===== src/rtl/dac_spi_pkg.sv =====
// dac_spi_pkg: shared state encoding and default timing for the DAC SPI writers
package dac_spi_pkg;
    typedef enum logic [1:0] {IDLE, SHIFT, HOLD, LOAD} state_t;
    localparam int DEF_DATA_WIDTH  = 16;
    localparam int DEF_CLK_DIV     = 4;
    localparam int DEF_HOLD_CYCLES = 4;
    localparam int DEF_LDAC_CYCLES = 2;
    function automatic int max3(input int a, input int b, input int c);
        return (a > b) ? ((a > c) ? a : c) : ((b > c) ? b : c);
    endfunction
endpackage


===== src/rtl/dac_spi_writer_if.sv =====
// dac_spi_writer_if: valid/ready word stream feeding one DAC channel
interface dac_spi_writer_if import dac_spi_pkg::*; #(
    parameter int DATA_WIDTH = DEF_DATA_WIDTH
);
    logic                  in_valid;
    logic                  in_ready;
    logic [DATA_WIDTH-1:0] in_bits;
    modport master (output in_valid, in_bits, input in_ready);
    modport slave  (input in_valid, in_bits, output in_ready);
endinterface


===== src/rtl/spi_tick_gen.sv =====
// spi_tick_gen: SCK half-period timer producing rise/fall strobes while enabled
module spi_tick_gen #(
    parameter int CLK_DIV = 4
) (
    input  logic clock,
    input  logic reset,
    input  logic en,
    output logic rise,
    output logic fall
);
    localparam int CW = $clog2(CLK_DIV + 1);
    logic [CW-1:0] cnt_q, cnt_d;
    logic          ph_q, ph_d;
    logic          last;
    assign last = cnt_q == CW'(CLK_DIV - 1);
    assign rise = en && last && !ph_q;
    assign fall = en && last && ph_q;
    // count one half period, flip phase at its end; parks at a fresh low phase when disabled
    always_comb begin
        cnt_d = (!en || last) ? '0 : cnt_q + 1'b1;
        ph_d  = !en ? 1'b0 : (last ? !ph_q : ph_q);
    end
    // timer registers
    always_ff @(posedge clock or posedge reset) begin
        if (reset) begin
            cnt_q <= '0;
            ph_q  <= 1'b0;
        end else begin
            cnt_q <= cnt_d;
            ph_q  <= ph_d;
        end
    end
endmodule


===== src/rtl/dac_spi_writer.sv =====
// dac_spi_writer: shifts each accepted word MSB-first to a serial DAC, then pulses LDAC
module dac_spi_writer import dac_spi_pkg::*; #(
    parameter int DATA_WIDTH  = DEF_DATA_WIDTH,
    parameter int CLK_DIV     = DEF_CLK_DIV,
    parameter int HOLD_CYCLES = DEF_HOLD_CYCLES,
    parameter int LDAC_CYCLES = DEF_LDAC_CYCLES
) (
    input  logic               clock,
    input  logic               reset,
    dac_spi_writer_if.slave    s,
    output logic               busy,
    output logic               done,
    output logic               SCK,
    output logic               CS,
    output logic               SDI,
    output logic               LDAC
);
    localparam int PW = $clog2(max3(CLK_DIV, HOLD_CYCLES, LDAC_CYCLES) + 1);
    localparam int BW = $clog2(DATA_WIDTH + 1);
    state_t                state_q, state_d;
    logic [DATA_WIDTH-1:0] shift_q, shift_d;
    logic [BW-1:0]         bit_q, bit_d;
    logic [PW-1:0]         cnt_q, cnt_d;
    logic                  ready_q, ready_d, busy_q, busy_d, done_q, done_d;
    logic                  sck_q, sck_d, cs_q, cs_d, sdi_q, sdi_d, ldac_q, ldac_d;
    logic                  rise, fall;
    spi_tick_gen #(.CLK_DIV(CLK_DIV)) u_tick (
        .clock (clock),
        .reset (reset),
        .en    (state_q == SHIFT),
        .rise  (rise),
        .fall  (fall)
    );
    assign s.in_ready = ready_q;
    assign busy       = busy_q;
    assign done       = done_q;
    assign SCK        = sck_q;
    assign CS         = cs_q;
    assign SDI        = sdi_q;
    assign LDAC       = ldac_q;
    // next frame state; shift_q holds the bits still to send, current bit lives in sdi_q
    always_comb begin
        state_d = state_q;
        shift_d = shift_q;
        bit_d   = bit_q;
        cnt_d   = cnt_q;
        sck_d   = sck_q;
        cs_d    = cs_q;
        sdi_d   = sdi_q;
        ldac_d  = ldac_q;
        done_d  = 1'b0;
        case (state_q)
            IDLE: if (s.in_valid && ready_q) begin
                state_d = SHIFT;
                shift_d = {s.in_bits[DATA_WIDTH-2:0], 1'b0};
                sdi_d   = s.in_bits[DATA_WIDTH-1];
                bit_d   = '0;
                cs_d    = 1'b0;
            end
            SHIFT: if (rise) begin
                sck_d = 1'b1;
            end else if (fall) begin
                sck_d = 1'b0;
                if (bit_q == BW'(DATA_WIDTH - 1)) begin
                    state_d = HOLD;
                    cnt_d   = '0;
                end else begin
                    bit_d   = bit_q + 1'b1;
                    sdi_d   = shift_q[DATA_WIDTH-1];
                    shift_d = {shift_q[DATA_WIDTH-2:0], 1'b0};
                end
            end
            HOLD: if (cnt_q == PW'(HOLD_CYCLES - 1)) begin
                state_d = LOAD;
                cnt_d   = '0;
                cs_d    = 1'b1;
                sdi_d   = 1'b0;
                ldac_d  = 1'b0;
            end else begin
                cnt_d = cnt_q + 1'b1;
            end
            LOAD: if (cnt_q == PW'(LDAC_CYCLES - 1)) begin
                state_d = IDLE;
                ldac_d  = 1'b1;
                done_d  = 1'b1;
            end else begin
                cnt_d = cnt_q + 1'b1;
            end
            default: state_d = IDLE;
        endcase
        ready_d = state_d == IDLE;
        busy_d  = state_d != IDLE;
    end
    // frame FSM and registered pin drivers
    always_ff @(posedge clock or posedge reset) begin
        if (reset) begin
            state_q <= IDLE;
            shift_q <= '0;
            bit_q   <= '0;
            cnt_q   <= '0;
            ready_q <= 1'b1;
            busy_q  <= 1'b0;
            done_q  <= 1'b0;
            sck_q   <= 1'b0;
            cs_q    <= 1'b1;
            sdi_q   <= 1'b0;
            ldac_q  <= 1'b1;
        end else begin
            state_q <= state_d;
            shift_q <= shift_d;
            bit_q   <= bit_d;
            cnt_q   <= cnt_d;
            ready_q <= ready_d;
            busy_q  <= busy_d;
            done_q  <= done_d;
            sck_q   <= sck_d;
            cs_q    <= cs_d;
            sdi_q   <= sdi_d;
            ldac_q  <= ldac_d;
        end
    end
endmodule

===== src/flat_wrapper.sv =====
// flat-port wrapper written by rule: the top's interface ports become plain ports
module dac_spi_writer_flat import dac_spi_pkg::*;
#(
    parameter int DATA_WIDTH  = DEF_DATA_WIDTH,
    parameter int CLK_DIV     = DEF_CLK_DIV,
    parameter int HOLD_CYCLES = DEF_HOLD_CYCLES,
    parameter int LDAC_CYCLES = DEF_LDAC_CYCLES
)
  (clock, reset, busy, done, SCK, CS, SDI, LDAC, s_in_valid, s_in_bits, s_in_ready);
  dac_spi_writer_if #(.DATA_WIDTH(DATA_WIDTH)) s_i ();
  input  logic clock;
  input  logic reset;
  output logic busy;
  output logic done;
  output logic SCK;
  output logic CS;
  output logic SDI;
  output logic LDAC;
  input wire logic [$bits(s_i.in_valid)-1:0] s_in_valid;
  input wire logic [$bits(s_i.in_bits)-1:0] s_in_bits;
  output wire logic [$bits(s_i.in_ready)-1:0] s_in_ready;
  assign s_i.in_valid = s_in_valid;
  assign s_i.in_bits = s_in_bits;
  assign s_in_ready = s_i.in_ready;
  dac_spi_writer #(.DATA_WIDTH(DATA_WIDTH), .CLK_DIV(CLK_DIV), .HOLD_CYCLES(HOLD_CYCLES), .LDAC_CYCLES(LDAC_CYCLES)) u_core (.clock(clock), .reset(reset), .s(s_i), .busy(busy), .done(done), .SCK(SCK), .CS(CS), .SDI(SDI), .LDAC(LDAC));
endmodule

===== config.mk =====
export PLATFORM = sky130hd
export DESIGN_NAME = dac_spi_writer_flat
export DESIGN_NICKNAME = d
export VERILOG_FILES = /design/src/rtl/dac_spi_pkg.sv /design/src/rtl/dac_spi_writer_if.sv /design/src/rtl/spi_tick_gen.sv /design/src/rtl/dac_spi_writer.sv /design/src/flat_wrapper.sv
export SDC_FILE = /design/constraint.sdc
export NUM_CORES = 1
export LEC_CHECK = 0
export CAP_MARGIN = 20
export CORE_MARGIN = 2
export CORE_UTILIZATION = 42
export DETAILED_ROUTE_END_ITERATION = 8
export PLACE_DENSITY = 0.69
export SYNTH_ARGS = -nofsm -noshare
export SYNTH_HDL_FRONTEND = slang
export SYNTH_SLANG_ARGS = --single-unit

===== constraint.sdc =====
create_clock -name clock -period 4 [get_ports clock]
set_input_delay 0.6 -clock clock [delete_from_list [all_inputs] [get_ports clock]]
set_output_delay 0.6 -clock clock [all_outputs]
set_load 0.05 [all_outputs]

==> results of run 1 <==
==> final cells by class <==
class / instances / area [um^2]
fillers: 386 / 2050
flip-flops and latches: 36 / 905
multi-input cells: 129 / 892
repair buffers: 28 / 273
clock buffers: 5 / 68.8
well taps: 52 / 65.1
inverters: 15 / 56.3
clock inverters: 3 / 42.5
==> routing by layer <==
layer | GRT usage | routed length, um | up-vias
met5 | 0 | 0 | -
li1 | - | - | 702
met4 | 0.0440 | 28 | 0
met3 | 0.0520 | 189 | 4
met1 | 0.193 | 1590 | 649
met2 | 0.241 | 1620 | 37
==> path summary, 6_finish.rpt <==
kind                                              from                endpoint  cells after the start
worst max-delay path                 u_core.s.in_ready              s_in_ready                      1
worst min-delay path            u_core.u_tick.cnt_q[0]  u_core.u_tick.cnt_q[0]                      1
worst max register to register         u_core.bit_q[0]         u_core.bit_q[1]                      8
worst min register to register  u_core.u_tick.cnt_q[0]  u_core.u_tick.cnt_q[0]                      1
max in group asynchronous                        reset             u_core.LDAC                      3
min in group asynchronous                        reset              u_core.SCK                      3
==> cell usage after synthesis (2+ instances only) <==
| cell type | count | area [um^2] |
|---|---|---|
| o21ai_0 | 11 | 55.1 |
| nor2_1 | 19 | 71.3 |
| a22o_1 | 2 | 17.5 |
| a211oi_1 | 2 | 15.0 |
| buf_2 | 4 | 20.0 |
| nand3_1 | 4 | 20.0 |
| mux2i_1 | 16 | 160 |
| a21oi_1 | 19 | 95.1 |
| nand2b_1 | 3 | 18.8 |
| ha_1 | 13 | 163 |
| and2_1 | 3 | 18.8 |
| nand2_1 | 12 | 45.0 |
| and3b_1 | 2 | 17.5 |
| a31oi_1 | 5 | 31.3 |
| nand3b_1 | 2 | 15.0 |
| inv_1 | 15 | 56.3 |
| buf_6 | 2 | 22.5 |
| dfstp_2 | 3 | 78.8 |
| dfrtp_1 | 33 | 826 |
==> registers in the layout, indices dropped and copies added (netlist names) <==
name,count
u_core.u_tick.ph_q,1
u_core.s.in_ready,1
u_core.cnt_q,3
u_core.bit_q,5
u_core.shift_q,15
u_core.SCK,1
u_core.LDAC,1
u_core.u_tick.cnt_q,3
u_core.CS,1
u_core.state_q,2
u_core.done,1
u_core.busy,1
u_core.SDI,1
==> logic make-up after synthesis <==
group                      count (synthesis)
muxes                                     17
adders and majority gates                 13
DFF                                       36
buffers and inverters                     22
and+or+nand+nor                           51
xor gates and xnor gates                   1
AOI/OAI and AO/OA                         47
==> layout by cell type (no fill, tap or decap) <==
cell type | netlist | layout
and3b_1 | 2 | 2
dfstp_2 | 3 | 3
nor2_1 | 19 | 19
a221o_1 | 1 | 1
clkdlybuf4s50_1 | 0 | 25
a22o_1 | 2 | 2
nand3b_2 | 1 | 1
dfrtp_1 | 33 | 33
a211oi_1 | 2 | 2
nand2b_1 | 3 | 3
clkinv_2 | 0 | 1
and2_1 | 3 | 3
a21oi_1 | 19 | 19
or3b_1 | 1 | 1
a211oi_2 | 1 | 1
nand2_1 | 12 | 12
a211oi_4 | 1 | 1
nor2b_1 | 1 | 1
a21boi_0 | 1 | 1
and3_1 | 1 | 1
or4_1 | 1 | 1
buf_4 | 0 | 3
o221ai_1 | 1 | 1
a41oi_1 | 1 | 1
clkbuf_8 | 0 | 5
clkinvlp_4 | 0 | 1
a21bo_2 | 1 | 1
ha_1 | 13 | 13
mux2i_1 | 16 | 16
inv_1 | 15 | 15
bufinv_16 | 0 | 1
o21ai_0 | 11 | 11
xor2_1 | 1 | 1
mux2_2 | 1 | 1
nand3_1 | 4 | 4
nand3b_1 | 2 | 2
a31oi_1 | 5 | 5
o21ai_1 | 1 | 1
nand4_1 | 1 | 1
==> per-stage QoR <==
step | area [um^2] | cells | worst slack (ps) | util
detailed placement | 2190 | 260 | 1760 | 0.503
global route | 2300 | 268 | 1560 | 0.529
finish | 2300 | 268 | 1720 | 0.529
global placement | 2190 | 260 | 1810 | 0.503
floorplan | 1900 | 187 | 1930 | -
CTS | 2300 | 268 | 1710 | 0.529
==> power breakdown <==
group / switching [mW] / leakage, nW / total, mW / internal [mW]
sequential: 0.0765 / 0.437 / 0.582 / 0.505
combinational: 0.491 / 0.517 / 0.812 / 0.321
clock: 0.136 / 0.0541 / 0.320 / 0.184
==> results.toml, run 1 <==
[power_and_ir_drop]
design_power_total_mw = 1.71
leakage_nw = 1.01
p_per_area_nw_per_um2 = 745
peakVddDrop_uv = 353

[placed_design]
routabilityCongestion = 0.756
hpwlAfterDp_um = 2360
port_buffers = 25

[clocking]
cts.clk_slew.worst_paths_ps = 80
numCtsBuffers = 5
cts_resized = 0
root_buffer = "clkbuf_8"
cts_setup_buffers = 0
cts_buffer_depth = 2
cts.sinks = 36
clock_latency_ps = 290
htreeDepth = 2
cts_hold_buf = 0
tritoncts = "built"

[synthesis]
synthSimpleGateAreaFrac = 0.133
synthArstFlopShare = 1.00
synthMuxAreaShare = 0.0903
ys_seq_area_frac = 0.476
synth_area_per_cell_um2 = 10.2
ys_types = 36
yosys.area_share.adder = 0.0856
synth_compound_area_frac = 0.156
synth_ff_type = "dfrtp_1"
syn_inst = 187
synth_warnings = 0
synthXorXnorAreaFrac = 0.00461
synth_top_family_by_area = "compound AO/OA/AOI/OAI gates"
syn_nets = 219
synth-seq-cells = 36
synth_edf_count = 0
syn_area_um2 = 1900

[setup_path]
slowest_stage = "clkdlybuf4s50_1"
cp.arrival_ps = 1680
r2r_setup_slack_ps = 1770
crit_fanout = 5
max_stage_delay_ps = 810
end_kind = "output pin"
critical_path_class = "register to output pin"
path_cells = "clkdlybuf4s50_1"
cp-start-kind = "register"
critical_path_required_ps = 3400
crit_buf_inv = 1
cp_top_family = "buffers and inverters"

[sta]
worst-slew-pin-transition_ps = 693
final_max_slew_viol_count = 0
hold_ws_ps = 433
fin_skew_ps = 6.40
fin_crit_sh = 0.570
tns_ps = 0
fmax_mhz = 438
setup-violations-final = 0
maxSlewHeadroom = 0.538
hold_viol = 0
fin_crit_ps = 2280
grt_setup_unrepaired = "false"

[drt]
wl_per_cell_um = 12.8
drt_wl_total_um = 3430
drc = 0
drtAntennaViolNets = 0
drt_pre_antenna_iters = 4
drt_iter0_markers = 76
vias = 1392
vias_per_cell = 5.19

[grt]
overflow = 0
grt_pass1_vias = 1352
grt_usage = 0.150
grt_max_degree = 37
antenna_found_initial = 0
grt_pass1_wl_um = 6010

[die]
die_w_um = 71.2
io_pins = 26
core_area_um2 = 4350
num_rows = 24
die-area_um2 = 5080
die_h_um = 71.2
initial_core_util = 0.436

[cells_and_area]
syn2layout_area_growth_pct = 21.2
layout.nets = 247
drive_gt1_frac = 0.0880
num_antenna_cells = 0

[flow_run]
cap_viol_max_count = 0

[run_status]
status = "finished clean"

[hold_path]
hold_path.class = "register to register"
Note: power is estimated with default switching activity, not from simulation.
==> inputs of run 2 (changes only) <==
--- a/config.mk
+++ b/config.mk
@@ -9,7 +9,7 @@
 export CORE_MARGIN = 2
 export CORE_UTILIZATION = 42
 export DETAILED_ROUTE_END_ITERATION = 8
-export PLACE_DENSITY = 0.69
+export PLACE_DENSITY = 0.71
 export SYNTH_ARGS = -nofsm -noshare
 export SYNTH_HDL_FRONTEND = slang
 export SYNTH_SLANG_ARGS = --single-unit
==> constraint.sdc (replaced) <==
create_clock -name clock -period 1.8 [get_ports clock]
set_input_delay 0.27 -clock clock [delete_from_list [all_inputs] [get_ports clock]]
set_output_delay 0.27 -clock clock [all_outputs]
set_load 0.05 [all_outputs]
==> results.toml, run 2 (synthesis results as in run 1) <==
[setup_path]
r2r_cells = 9
crit_fanout = 7
critical_path_class = "register to register"
crit_buf_inv = 2
crit_end = "u_core.shift_q[1]"
cp-start-kind = "register"
crit_start = "u_core.bit_q[1]"
r2r_setup_slack_ps = -90
cp_top_family = "simple AND/OR/NAND/NOR gates"
slowest_stage = "dfrtp_1"
path_cells = "ha_2 > and3_4 > ha_4 > nand3b_4 > a211oi_4 > buf_6 > clkbuf_16 > nand3b_1 > o21ai_1"
cp.depth = 9
reg2reg_from = "u_core.bit_q[1]"
cp.arrival_ps = 2110
critical_path_required_ps = 2020
max_stage_delay_ps = 390
r2r-end = "u_core.shift_q[1]"
end_kind = "register"

[clocking]
cts.sinks = 36
cts_hold_buf = 0
root_buffer = "clkbuf_8"
cts.clk_slew.worst_paths_ps = 80
numCtsBuffers = 5
htreeDepth = 2
clock_latency_ps = 290
cts_buffer_depth = 2
tritoncts = "built"

[power_and_ir_drop]
p_sw_mw = 1.94
switching_share = 0.422
p_comb_frac = 0.575
seqPwrFrac = 0.297
p_int_mw = 2.66
p_per_area_nw_per_um2 = 1720
design_power_total_mw = 4.61
leakage_nw = 1.19
pwr-share-clk = 0.128
peakVddDrop_uv = 1110

[hold_path]
hold_path.class = "input pin to async pin"

[grt]
grt_usage = 0.158
antenna_found_initial = 0
overflow = 0
grt_pass1_vias = 1418
grt_max_degree = 37
grt_pass1_wl_um = 6290

[sta]
fmax_mhz = 529
maxSlewHeadroom = 0.674
worst-slew-pin-transition_ps = 487
grt_setup_unrepaired = "true"
setup-violations-final = 17
fin_crit_sh = 1.05
hold_ws_ps = 384
fin_crit_ps = 1890
final_max_slew_viol_count = 0
fin_skew_ps = 9.26
finalWorstSetupSlack_ps = -90.4
hold_viol = 0

[die]
die-area_um2 = 5080
num_rows = 24
die_h_um = 71.2
core_area_um2 = 4350
die_w_um = 71.2
io_pins = 26
initial_core_util = 0.436

[placed_design]
port_buffers = 25
hpwlAfterDp_um = 2520
routabilityCongestion = 0.765

[cells_and_area]
finish.utilization = 0.616
num_antenna_cells = 0
drive_gt1_frac = 0.326
largest_register_ffs = 15
layout_commonest_cell = "dfrtp_1"
top_regs = "u_core.shift_q (15), u_core.bit_q (5)"
final_cell_mix = "33 x dfrtp_1, 25 x buf_4, 21 x clkdlybuf4s50_1"
top_register = "u_core.shift_q"
fillers = 386
syn2layout_area_growth_pct = 41.2
layout.nets = 270

[flow_run]
cap_viol_max_count = 0

[drt]
drtAntennaViolNets = 0
wl_per_cell_um = 13.2
vias_per_cell = 5.12
vias = 1491
drt_iter0_markers = 120
drt_wl_total_um = 3860
drc = 0
drt_pre_antenna_iters = 4

[run_status]
status = "complete, but fails checks"
violations = "negative setup slack"
-- run 2: changes by cell type in the layout (fill, tap and decap cells not counted), moves of 3 or more --
cell | before | now
buf_4 | 3 | 25
nor2_1 | 19 | 6
a21oi_1 | 19 | 7
a21oi_2 | 0 | 12
nor2_4 | 0 | 8
nor2_2 | 0 | 5
clkdlybuf4s50_1 | 25 | 21
ha_1 | 13 | 10
-- run 2: layer usage --
| layer | up-vias | track usage | routed length (um) |
|---|---|---|---|
| li1 | 753 | - | - |
| met1 | 707 | 0.209 | 1790 |
| met2 | 26 | 0.247 | 1860 |
| met3 | 5 | 0.0464 | 158 |
| met4 | 0 | 0.0566 | 49 |
| met5 | - | 0 | 0 |
-- run 2: final cells by class --
cell class | count | area, um^2 | share of cell area
clock buffers | 6 | 82.6 | 0.0308
well taps | 52 | 65.1 | 0.0243
flip-flops and latches | 36 | 905 | 0.337
repair buffers | 51 | 490 | 0.183
inverters | 15 | 56.3 | 0.0210
multi-input cells | 129 | 1070 | 0.400
clock inverters | 2 | 10.0 | 0.00373
-- run 2: worst min path at each step --
stage | start | end | slack [ps] | depth (start not counted)
floorplan | u_core.u_tick.cnt_q[0] | u_core.u_tick.cnt_q[0] | 410 | 1
global placement | u_core.u_tick.cnt_q[0] | u_core.u_tick.cnt_q[0] | 430 | 1
detailed placement | u_core.u_tick.cnt_q[0] | u_core.u_tick.cnt_q[0] | 430 | 1
CTS | reset | u_core.shift_q[3] | 400 | 3
global route | reset | u_core.cnt_q[0] | 450 | 3
finish | reset | u_core.shift_q[7] | 380 | 3
-- run 2: metrics by stage --
step / setup TNS (ps) / worst slack, ps / instances / instance area (um^2)
6_report: -1100 / -90.4 / 291 / 2680
3_3_place_gp: -42.7 / -35.5 / 275 / 2330
4_1_cts: -810 / -68.9 / 284 / 2440
2_1_floorplan: -343 / -26.1 / 187 / 1930
5_1_grt: -3080 / -198 / 291 / 2680
3_5_place_dp: -598 / -92.4 / 275 / 2330
-- run 2: tightest hold or removal path, stage by stage --
cell             delay, ps
clkdlybuf4s50_1        400
inv_1                   50
buf_4                  390
-- run 2: power by group through the flow --
| stage | Sequential [mW] | Clock (mW) | Combinational [mW] |
|---|---|---|---|
| 5_1_grt | 1.40 | 0.649 | 2.92 |
| 3_5_place_dp | 1.31 | 0 | 1.96 |
| 2_1_floorplan | 1.47 | 0 | 1.31 |
| 6_report | 1.37 | 0.591 | 2.65 |
| 4_1_cts | 1.30 | 0.612 | 2.00 |
| 3_3_place_gp | 1.30 | 0 | 1.92 |
-- run 2: timing repair --
action | in CTS | in global routing
cloned | 0 | 2
gates resized for setup | 1 | 41
setup endpoints to repair | 20 | 26
pin swaps | 2 | 1
buffers inserted | 1 | 5
